<file path="src/rtl/rc_channel_decoder.sv">
// rc_channel_decoder
//   Takes per-channel pulse-width records from the RC capture stage, range-checks
//   each one, converts accepted widths to a signed position about CENTER and keeps
//   the latest position per channel. Each channel has a signal-loss timer, and
//   failsafe is raised while any channel in REQ_MASK has timed out.
//
// Ports:
//   clk, rst      system clock, synchronous active-high reset
//   in_ctrl       channel index of the offered record (bit 3 marks an invalid record)
//   in_data       pulse length in [LEN-1:0]; the upper bits are ignored
//   in_wr         record offered; held high until in_wr_rdy is seen
//   in_wr_rdy     one-cycle accept pulse (also given for rejected records)
//   rd_addr       channel to read
//   rd_data       signed position of rd_addr, one cycle after rd_addr
//   valid_mask    per-channel "signal present"
//   failsafe      any REQ_MASK channel not present
//   upd_stb       one-cycle pulse when a channel value is committed
//   err_cnt       saturating count of rejected records
module rc_channel_decoder #(
    parameter int                  CHANNELS  = 6,
    parameter int                  LEN       = 17,
    parameter int                  CENTER    = 1500,
    parameter int                  MIN_VALID = 800,
    parameter int                  MAX_VALID = 2200,
    parameter int                  TIMEOUT   = 2500000,
    parameter int                  TO_W      = 22,
    parameter logic [CHANNELS-1:0] REQ_MASK  = 6'b001111
) (
    input  logic                clk,
    input  logic                rst,
    input  logic [3:0]          in_ctrl,
    input  logic [23:0]         in_data,
    input  logic                in_wr,
    output logic                in_wr_rdy,
    input  logic [2:0]          rd_addr,
    output logic [15:0]         rd_data,
    output logic [CHANNELS-1:0] valid_mask,
    output logic                failsafe,
    output logic                upd_stb,
    output logic [7:0]          err_cnt
);

    // diff is one bit wider than the length so that length - CENTER stays signed
    localparam int DW = LEN + 1;
    localparam logic signed [DW-1:0] CENTER_S  = DW'(CENTER);
    localparam logic signed [DW-1:0] POS_MAX   = DW'(32767);
    localparam logic signed [DW-1:0] POS_MIN   = DW'(-32768);
    localparam logic [LEN-1:0]       MIN_L     = LEN'(MIN_VALID);
    localparam logic [LEN-1:0]       MAX_L     = LEN'(MAX_VALID);
    localparam logic [3:0]           CH_LIM    = 4'(CHANNELS);
    localparam logic [TO_W-1:0]      TIMEOUT_T = TO_W'(TIMEOUT);

    typedef enum logic [1:0] {
        ST_IDLE,
        ST_CHECK,
        ST_COMMIT
    } state_t;

    state_t state_reg, state_next;

    logic                 accept;
    logic                 in_wr_rdy_reg;
    logic                 upd_stb_reg;
    logic [7:0]           err_cnt_reg;
    logic [3:0]           ctrl_reg;
    logic [LEN-1:0]       len_reg;
    logic                 reject_reg;
    logic                 reject_calc;
    logic signed [DW-1:0] diff_reg;
    logic signed [DW-1:0] diff_calc;
    logic signed [15:0]   pos_clamped;
    logic                 commit_en;

    logic signed [15:0]   position_reg [CHANNELS];
    logic [15:0]          rd_data_reg;
    logic [CHANNELS-1:0]  valid_next;
    logic [CHANNELS-1:0]  valid_mask_reg;
    logic                 failsafe_reg;

    // Upper in_data bits carry no information for this block.
    logic unused_in_data;
    assign unused_in_data = ^in_data[23:LEN];

    // ------------------------------------------------------------------
    // Record FSM: IDLE -> CHECK -> COMMIT -> IDLE
    // ------------------------------------------------------------------
    always_comb begin
        state_next = state_reg;
        accept     = 1'b0;
        case (state_reg)
            ST_IDLE: begin
                if (in_wr) begin
                    accept     = 1'b1;
                    state_next = ST_CHECK;
                end
            end
            ST_CHECK:  state_next = ST_COMMIT;
            ST_COMMIT: state_next = ST_IDLE;
            default:   state_next = ST_IDLE;
        endcase
    end

    always_comb begin
        reject_calc = ctrl_reg[3]
                   || ({1'b0, ctrl_reg[2:0]} >= CH_LIM)
                   || (len_reg < MIN_L)
                   || (len_reg > MAX_L);
        diff_calc   = $signed({1'b0, len_reg}) - CENTER_S;
    end

    always_comb begin
        pos_clamped = diff_reg[15:0];
        if (diff_reg > POS_MAX) begin
            pos_clamped = 16'sh7fff;
        end else if (diff_reg < POS_MIN) begin
            pos_clamped = 16'sh8000;
        end
    end

    assign commit_en = (state_reg == ST_COMMIT) && !reject_reg;

    always_ff @(posedge clk) begin
        if (rst) begin
            state_reg     <= ST_IDLE;
            in_wr_rdy_reg <= 1'b0;
            upd_stb_reg   <= 1'b0;
            err_cnt_reg   <= 8'd0;
            ctrl_reg      <= 4'd0;
            len_reg       <= '0;
            reject_reg    <= 1'b0;
            diff_reg      <= '0;
        end else begin
            state_reg     <= state_next;
            in_wr_rdy_reg <= accept;
            upd_stb_reg   <= commit_en;
            if (accept) begin
                ctrl_reg <= in_ctrl;
                len_reg  <= in_data[LEN-1:0];
            end
            if (state_reg == ST_CHECK) begin
                reject_reg <= reject_calc;
                diff_reg   <= diff_calc;
            end
            if ((state_reg == ST_COMMIT) && reject_reg && (err_cnt_reg != 8'hff)) begin
                err_cnt_reg <= err_cnt_reg + 8'd1;
            end
        end
    end

    // ------------------------------------------------------------------
    // Position store with registered read. A same-cycle commit is not
    // forwarded: the read returns the value held before the write.
    // ------------------------------------------------------------------
    always_ff @(posedge clk) begin
        if (rst) begin
            for (int i = 0; i < CHANNELS; i++) begin
                position_reg[i] <= '0;
            end
            rd_data_reg <= '0;
        end else begin
            if (commit_en) begin
                position_reg[ctrl_reg[2:0]] <= pos_clamped;
            end
            if ({1'b0, rd_addr} < CH_LIM) begin
                rd_data_reg <= position_reg[rd_addr];
            end else begin
                rd_data_reg <= '0;
            end
        end
    end

    // ------------------------------------------------------------------
    // Per-channel loss timers, saturating at TIMEOUT. A commit in the same
    // cycle overrides the increment.
    // ------------------------------------------------------------------
    genvar gi;
    generate
        for (gi = 0; gi < CHANNELS; gi++) begin : g_ch
            logic [TO_W-1:0] timer_reg;
            logic [TO_W-1:0] timer_next;
            logic            commit_hit;

            assign commit_hit = commit_en && (ctrl_reg[2:0] == 3'(gi));

            always_comb begin
                timer_next = timer_reg;
                if (commit_hit) begin
                    timer_next = '0;
                end else if (timer_reg < TIMEOUT_T) begin
                    timer_next = timer_reg + 1'b1;
                end
            end

            always_ff @(posedge clk) begin
                if (rst) begin
                    timer_reg <= TIMEOUT_T;
                end else begin
                    timer_reg <= timer_next;
                end
            end

            // Derived from the next timer value so valid_mask changes on the
            // same edge as the commit (and drops exactly TIMEOUT cycles later).
            assign valid_next[gi] = (timer_next < TIMEOUT_T);
        end
    endgenerate

    always_ff @(posedge clk) begin
        if (rst) begin
            valid_mask_reg <= '0;
            failsafe_reg   <= 1'b1;
        end else begin
            valid_mask_reg <= valid_next;
            failsafe_reg   <= |(~valid_next & REQ_MASK);
        end
    end

    assign in_wr_rdy  = in_wr_rdy_reg;
    assign upd_stb    = upd_stb_reg;
    assign err_cnt    = err_cnt_reg;
    assign rd_data    = rd_data_reg;
    assign valid_mask = valid_mask_reg;
    assign failsafe   = failsafe_reg;

endmodule

</file>
<file path="config.mk">
export PLATFORM = sky130hd
export DESIGN_NAME = rc_channel_decoder
export DESIGN_NICKNAME = d
export VERILOG_FILES = /design/src/rtl/rc_channel_decoder.sv
export SDC_FILE = /design/constraint.sdc
export NUM_CORES = 1
export LEC_CHECK = 0
export ABC_AREA = 1
export BUFFER_PORTS_ARGS = -buffer_cell sky130_fd_sc_hd__buf_4
export CORE_ASPECT_RATIO = 2
export CORE_MARGIN = 1
export CORE_UTILIZATION = 63
export DETAILED_ROUTE_END_ITERATION = 16
export MAX_ROUTING_LAYER = met4
export PLACE_DENSITY = 0.81
export SYNTH_ARGS = -nofsm -noshare
export SYNTH_HDL_FRONTEND = slang
export SYNTH_SLANG_ARGS = --single-unit
</file>
<file path="constraint.sdc">
create_clock -name clk -period 2.6 [get_ports clk]
set_input_delay 0.13 -clock clk [delete_from_list [all_inputs] [get_ports clk]]
set_output_delay 0.13 -clock clk [all_outputs]
set_load 0.02 [all_outputs]
</file>
Yosys cells after proc, flatten, opt, wreduce, memory -nomap -nowiden
Memories as Yosys holds them, arrays and structs flattened. A register that Yosys moved wholly into a read port is not among the register bits.
Cells that the tools add are included.
- output and inout bits: 33
- RAM bits: 96
- bits in registers: 191
- memories kept: 1
- bitwise operators: 2
- $lt $le $gt $ge: 18
- reductions and logical operators: 18
- add/sub/neg operators: 8
- equality and inequality tests: 9
- multiplexer cells: 26
- memories (memory ; depth ; bits a word ; read ports ; clocked after memory_dff ; wr ports ; line ; source):
    position_reg ; 6 ; 16 ; 1 ; 1 ; 6 ; 74 ; logic signed [15:0] position_reg [CHANNELS];
- operators by type and width (cell ; number):
    $lt 22x22->1 const B ; 12
    $mux 22 ; 12
    $add 22x1->22 const B ; 6
    $mux 16 ; 3
    $gt 18x16->1 const B ; 1
    $lt 18x16->1 const B ; 1
    $sub 17x11->18 const B ; 1
    $gt 17x12->1 const B ; 1
    $lt 17x10->1 const B ; 1
    $reduce_or 16->1 ; 1
    $logic_and 1x1->1 ; 9
    $add 8x1->8 const B ; 1
    $mux 1 ; 8
    $ne 8x8->1 const B ; 1
    $eq 3x2->1 const B ; 2
    $eq 3x3->1 const B ; 2
    $not 4->4 ; 1
    $pmux 2 s2 ; 1
    $reduce_or 4->1 ; 1
    $eq 3x1->1 const B ; 1
    $ge 3x3->1 const B ; 1
    $logic_not 3->1 ; 1
    $logic_or 1x1->1 ; 3
    $lt 3x3->1 const B ; 1
    9 further kinds ; 9

Depth between registers and ports, before layout
Gate-level depths: netlist of the first run.
- depth in word-level cells: 7
- mapped depth: 19

Worst setup path after synthesis of the first run
No wires, ideal clock.
- path kind: register to register
- start point: register state_reg[1]
- end point: memory position_reg[5][0], enable pin
- path buffers: 1
- slack: 0.514 ns
- cell stages (with the launch flop): 8
- arrival: 1.709 ns
- setup time: 0.377 ns
- cell sequence: dfxtp_1 -> inv_2 -> nor3_2 -> nand2_1 -> nor3_2 -> inv_1 -> buf_2 -> nand2_1
- RTL lines (item ; line ; source):
    start, declared ; 59 ; state_t state_reg, state_next;
    start signal, assigned ; 133 ; state_reg <= state_next;
    end, declared ; 74 ;

Final worst setup path of the first run
- start point: register g_ch[1].timer_reg[17]
- end point: register failsafe_reg (netlist: failsafe)
- longest elaborated chain between the ends: 6
- elaborated cells between the ends (all ways): 7
- classes of those cells: add/sub: 1; order compare: 2; mux: 2; bitwise: 1; reduce/logical: 1
- RTL lines (item ; line ; source):
    start, declared ; 179 ; logic [TO_W-1:0] timer_reg;
    start signal, assigned ; 198 ; timer_reg <= timer_next;
    $add 22x1->22 / $lt 22x22->1 (equally long branches) ; 190, 189 ;
    $mux 22 (*) ; 189 ; end else if (timer_reg < TIMEOUT_T) begin
    $mux 22 (*) ; 187 ; if (commit_hit) begin
    $lt 22x22->1 (*) ; 204 ; assign valid_next[gi] = (timer_next < TIMEOUT_T);
    $not 4->4 (*) ; 214 ; failsafe_reg <= |(~valid_next & REQ_MASK);
    $reduce_or 4->1 (*) ; 214 ;
    end signal, assigned ; 214 ;
    end, declared ; 78 ; logic failsafe_reg;
Mark *: on every way between the ends. The rest lies on a longest branch, timed or not.
A chain may end at the register's enable or synchronous reset.

==> results_dict.tcl, run 1 <==
set metrics [dict create \
    worstPathArrival_ns 2.97 \
    routed_wl_mm 50.3 \
    rsz0062_at_grt "false" \
    setup_viol 0 \
    track_usage 0.354 \
    wl_per_cell_um 16.6 \
    synth_warnings 0 \
    met1Wirelength_mm 17.1 \
    peakVddDrop_mv 0.731 \
    clock_skew_ns 0.0180 \
    slew_violations 0 \
    postRouteAntennaNets 0 \
    avgSynthCellArea_um2 7.06 \
    synthFlopType "dfxtp_1" \
    num_vias 17005 \
    portBuffers 59 \
    nets 2688 \
    first_iter_violations 1204 \
    grt_pass1_vias 16443 \
    clock_path_buffers 3 \
    outcome "finished clean" \
    drv_cap 0 \
    cp_max_fo 13 \
    cp.required_ns 3.09 \
    synth_cell_types 53 \
    fin_area_mm2 0.0204 \
    grt_start_max_net_pins 48 \
    tritoncts "built" \
    max_clock_freq_mhz 403 \
    reg2regPathDepth 16 \
    drive_gt1_frac 0.0966 \
    timing.final.crit_share 0.954 \
    final_core_util 0.725 \
    synthesis.nets 2581 \
    place_congestion 0.982 \
    clk_latency_ns 0.60 \
    relSlewSlack 0.315 \
    grt_remaining_overflow 0 \
    ys_seq_area_frac 0.445 \
    criticalPathCategory "reg -> reg" \
    vias_per_cell 5.62 \
    coreArea_mm2 0.0281 \
    dp_cells 2936 \
    crit_start "g_ch[1].timer_reg[17]$_SDFF_PP1_" \
    reg2reg_to "failsafe$_SDFF_PP1_" \
    worst_pin_slew_ns 1.02 \
    io_pins 67 \
    syn_inst 2539 \
    numCtsBuffers 31 \
    met2_length_mm 27.3 \
    grt_pass1_wl_mm 78.4 \
    drtPass1Iterations 5 \
    htreeDepth 1 \
    root_buffer "clkbuf_16" \
    place_area_mm2 0.0189 \
    rows 87 \
    die_y_um 241 \
    hp-start "rd_addr[2]" \
    min_period_ns 2.48 \
    die_x_um 121 \
    p_leak_nw 8.90 \
    clkTransAtPathRegs_ns 0.07 \
    hold_depth 5 \
    start_util 0.638 \
    hp-class "in -> reg" \
    route.detailed.drc 0 \
    cellPowerDensity_mw_per_mm2 728 \
    synth_edf_count 128 \
    startpoint_type "flop" \
    wl_met3_mm 2.50 \
    dr.max_layer_used "met4" \
    hpwlAfterDp_mm 36.3 \
    async_flop_share 0 \
    dieArea_mm2 0.0292 \
    worstReg2RegStart "g_ch[1].timer_reg[17]$_SDFF_PP1_" \
    hold_viol_final 0 \
    min_to "rd_data[8]$_SDFF_PP0_" \
    power_w 0.0148 \
    final_cells 3028 \
    cts.sinks 335 \
    rrSetupSlack_ns 0.12 \
    syn_to_final_growth_pct 13.6 \
    antenna_found_initial 1 \
    syn-cell-area_mm2 0.0179 \
    synth-seq-cells 335 \
    largest_reg_flops 132 \
    worst_setup_path_end_kind "flop" \
]
-- placed cells by master (no fill, tap or decap), types with 5 or more instances in the layout --
master,Yosys,final
a21oi_1,103,103
a31oi_1,19,19
buf_4,2,127
bufinv_16,0,5
clkbuf_16,0,31
clkinv_1,5,8
dfxtp_1,207,206
dlygate4sd3_1,0,24
edfxtp_1,128,128
ha_1,8,8
inv_1,231,230
inv_2,17,18
nand2_1,652,650
nand2_2,15,16
nand3_1,135,133
nand3_2,6,7
nand3b_1,7,7
nand4_1,37,37
nor2_1,498,495
nor2_2,10,13
nor3_1,41,41
nor4_1,5,5
o211ai_1,6,6
o21ai_0,190,189
o21ai_1,17,18
o22ai_1,17,17
xnor2_1,10,10
xor2_1,61,61
-- power by group --
part	internal, W	switching [W]	total [W]
Sequential	0.00578	0.000310	0.00609
Combinational	0.00128	0.00255	0.00383
Clock	0.00278	0.00213	0.00491
Total	0.00984	0.00499	0.0148
-- layer usage --
metal  vias to the layer above  global-route usage
li1                       8433                   -
met1                      7780               0.329
met2                       592               0.661
met3                       200              0.0395
met4                         0               0.247
met5                         -                   -
-- worst max path at each step --
| stage | to | slack [ns] |
|---|---|---|
| floorplan | position_reg[5][0]$_DFFE_PP_ | 0.51 |
| global placement | valid_mask[2]$_SDFF_PP0_ | -0.003 |
| detailed placement | valid_mask[2]$_SDFF_PP0_ | 0.01 |
| CTS | valid_mask[2]$_SDFF_PP0_ | 0.01 |
| global route | valid_mask[4]$_SDFF_PP0_ | 0.008 |
| finish | failsafe$_SDFF_PP1_ | 0.12 |
-- final cells by class --
class	count	area (um2)
timing repair buffer	153	1230
multi-input combinational	1872	8660
clock inverter	22	280
tap	356	445
fill	2332	7710
antenna	1	2.50
sequential	335	7990
clock buffer	36	815
inverter	253	950
-- synthesized netlist by cell type (10+ instances only) --
cell type	instances	area, um2
a21oi_1	103	515
a31oi_1	19	119
buf_2	16	80.1
clkbuf_1	51	191
dfxtp_1	207	4140
edfxtp_1	128	3840
inv_1	231	867
inv_2	17	63.8
nand2_1	652	2450
nand2_2	15	93.8
nand3_1	135	676
nand4_1	37	231
nor2_1	498	1870
nor2_2	10	62.6
nor3_1	41	205
o21ai_0	190	951
o21ai_1	17	85.1
o22ai_1	17	106
xnor2_1	10	87.6
xor2_1	61	534
-- stage by stage --
stage	setup WS (ns)	setup TNS [ns]	hold WS (ns)
floorplan	0.514	0	0.237
global placement	-0.00328	-0.00328	0.386
detailed placement	0.0117	0	0.388
CTS	0.0149	0	0.0203
global route	0.00781	0	0.0538
finish	0.121	0	0.0378
-- critical path: stages (launching register included) --
cell     delay, ns
dfxtp_1       0.44
inv_1         0.11
nor2_2        0.10
nand2_2       0.10
nor2_8        0.14
nand2_4       0.13
inv_2         0.09
nor2_4        0.04
buf_12        0.14
nand2_1       0.09
nand2_1       0.08
o21ai_0       0.42
nand2_1       0.12
nand2_1       0.09
nand3_2       0.11
nor2_1        0.12
nand2_1       0.06
-- logic make-up after synthesis --
group / count (synthesis) / synth area share
xor gates and xnor gates: 71 / 0.0347
AOI/OAI and AO/OA: 364 / 0.108
adders and majority gates: 8 / 0.00558
DFF: 335 / 0.445
and+or+nand+nor: 1428 / 0.332
buffers and inverters: 333 / 0.0741
-- timing repair --
item | in CTS | in global routing
setup buffers | 0 | 8
hold buffers | 24 | 0
endpoints found under the hold margin | 36 | 0
endpoints found under the setup margin | 1 | 3
pin swaps | 0 | 4
resized for setup | 1 | 11
gates cloned | 0 | 1
No activity file was read; power rests on OpenSTA's default activity.
==> run 2: changes to the inputs <==
--- a/config.mk
+++ b/config.mk
@@ -9,10 +9,11 @@
 export BUFFER_PORTS_ARGS = -buffer_cell sky130_fd_sc_hd__buf_4
 export CORE_ASPECT_RATIO = 2
 export CORE_MARGIN = 1
-export CORE_UTILIZATION = 63
+export CORE_UTILIZATION = 57
+export CTS_CLUSTER_SIZE = 28
 export DETAILED_ROUTE_END_ITERATION = 16
 export MAX_ROUTING_LAYER = met4
-export PLACE_DENSITY = 0.81
+export PLACE_DENSITY = 0.77
 export SYNTH_ARGS = -nofsm -noshare
 export SYNTH_HDL_FRONTEND = slang
 export SYNTH_SLANG_ARGS = --single-unit
==> constraint.sdc (replaced) <==
create_clock -name clk -period 2.1 [get_ports clk]
set_input_delay 0.105 -clock clk [delete_from_list [all_inputs] [get_ports clk]]
set_output_delay 0.105 -clock clk [all_outputs]
set_load 0.02 [all_outputs]
==> results_dict.tcl, run 2 (synthesized netlist as in run 1, its figures left out) <==
set metrics [dict create \
    grt_pass1_vias 18007 \
    violations "setup timing" \
    max_clock_freq_mhz 461 \
    criticalPathCategory "reg -> reg" \
    postRouteAntennaNets 0 \
    fin_ws_ns -0.0706 \
    fin_setup_tns_ns -0.115 \
    dp_cells 3200 \
    dieArea_mm2 0.0322 \
    final_cells 3316 \
    seq_power_share 0.368 \
    setup_viol 2 \
    grt_pass1_wl_mm 85.1 \
    min_period_ns 2.17 \
    clk_latency_ns 0.61 \
    cellPowerDensity_mw_per_mm2 868 \
    die_y_um 253 \
    crit_start "g_ch[2].timer_reg[17]$_SDFF_PP1_" \
    p_int_w 0.0135 \
    rows 91 \
    worst_setup_path_end_kind "flop" \
    vias_per_cell 5.53 \
    final_common_cell "nand2_1" \
    timing.final.crit_share 1.03 \
    hold_viol_final 0 \
    combPwrFrac 0.324 \
    antenna_found_initial 0 \
    p_sw_w 0.00683 \
    largest_reg_flops 132 \
    rsz0062_at_grt "true" \
    worst_pin_slew_ns 0.856 \
    cts.sinks 335 \
    holdWs_ns 0.0630 \
    diodes 0 \
    clock_path_buffers 3 \
    worstPathArrival_ns 2.67 \
    clock_skew_ns 0.0188 \
    num_vias 18342 \
    p_sw_frac 0.335 \
    relSlewSlack 0.423 \
    reg2regPathDepth 17 \
    clkTransAtPathRegs_ns 0.07 \
    hp-start "in_wr" \
    hold_depth 4 \
    grt_start_max_net_pins 53 \
    first_iter_violations 1110 \
    slew_violations 0 \
    clock_power_share 0.308 \
    root_buffer "clkbuf_16" \
    portBuffers 59 \
    outcome "finished with violations" \
    routed_wl_mm 56.4 \
    cp.required_ns 2.60 \
    place_congestion 1.03 \
    p_leak_nw 10.3 \
    wl_per_cell_um 17.0 \
    peakVddDrop_mv 0.921 \
    drv_cap 0 \
    numCtsBuffers 31 \
    power_w 0.0204 \
    start_util 0.581 \
    drtPass1Iterations 7 \
    nets 2915 \
    die_x_um 127 \
    startpoint_type "flop" \
    io_pins 67 \
    track_usage 0.349 \
    hpwlAfterDp_mm 39.5 \
    syn_to_final_growth_pct 30.9 \
    drive_gt1_frac 0.263 \
    hp-class "in -> reg" \
    mostFrequentLayoutCells "598 x nand2_1, 423 x nor2_1, 314 x buf_4" \
    grt_remaining_overflow 0 \
    htreeDepth 1 \
    cp_max_fo 5 \
    route.detailed.drc 0 \
    tritoncts "built" \
    coreArea_mm2 0.0309 \
    worstReg2RegStart "g_ch[2].timer_reg[17]$_SDFF_PP1_" \
]
[run 2: cell count changes in the layout (fill, tap and decap cells not counted), moves of 43 or more]
cell / before / now
buf_4: 127 / 314
nor2_1: 495 / 423
nand2_1: 650 / 598
dfxtp_1: 206 / 126
dfxtp_2: 1 / 63
nand2_2: 16 / 59
nor2_2: 13 / 65
[run 2: layer usage]
metal	routed length, um	global-route usage	up-vias	share of wire
li1	-	-	8894	-
met1	18900	0.316	8519	0.34
met2	30100	0.658	654	0.53
met3	2640	0.0376	275	0.047
met4	4710	0.256	0	0.084
met5	0	-	-	0
[run 2: layout make-up]
cell class | instances | area, um2
Timing Repair Buffer | 379 | 3240
Sequential cell | 335 | 8130
Inverter | 253 | 970
Clock inverter | 22 | 299
Multi-Input combinational cell | 1873 | 9470
Fill cell | 2357 | 7390
Clock buffer | 36 | 826
Tap cell | 418 | 523
[run 2: power groups by stage]
stage | Sequential (W) | Clock, W | Combinational [W]
after floorplan | 0.00764 | 0 | 0.00321
after global placement | 0.00757 | 0 | 0.00549
after detailed placement | 0.00759 | 0 | 0.00559
after CTS | 0.00746 | 0.00632 | 0.00595
after global routing | 0.00753 | 0.00656 | 0.00706
final | 0.00749 | 0.00627 | 0.00660
[run 2: per-stage QoR]
step	area, um2	util	setup WS, ns
2_1_floorplan	17900	-	0.0136
3_3_place_gp	20700	0.671	-0.289
3_5_place_dp	20700	0.671	-0.278
4_1_cts	22500	0.728	-0.0171
5_1_grt	23500	0.760	-0.272
6_report	23500	0.760	-0.0706
[run 2: path summary, 6_finish.rpt]
check | end | slack, ns
worst max-delay path | failsafe$_SDFF_PP1_ | -0.07
worst min-delay path | state_reg[0]$_SDFFE_PP0P_ | 0.06
worst max register to register | failsafe$_SDFF_PP1_ | -0.07
worst min register to register | ctrl_reg[3]$_SDFFE_PP0P_ | 0.47
[run 2: worst max-delay path: stages (launching register included)]
cell	delay, ns
dfxtp_2	0.35
inv_2	0.05
nor2_2	0.12
nand2_2	0.09
nor2_4	0.20
nand3_4	0.14
buf_4	0.17
nand3_4	0.10
buf_4	0.13
o21ai_0	0.07
nand2_1	0.09
nand3_2	0.07
nor2_1	0.10
nand3_1	0.07
nand2_1	0.08
nand2_2	0.07
nor2_2	0.10
nand2_1	0.05
[run 2: timing repair]
item	4_1_cts	5_1_grt
pin swaps	25	106
setup buffers	8	22
gates resized for setup	93	296
endpoints found under the setup margin	6	82
hold endpoints to repair	31	0
hold buffers	25	0
cloned	2	1
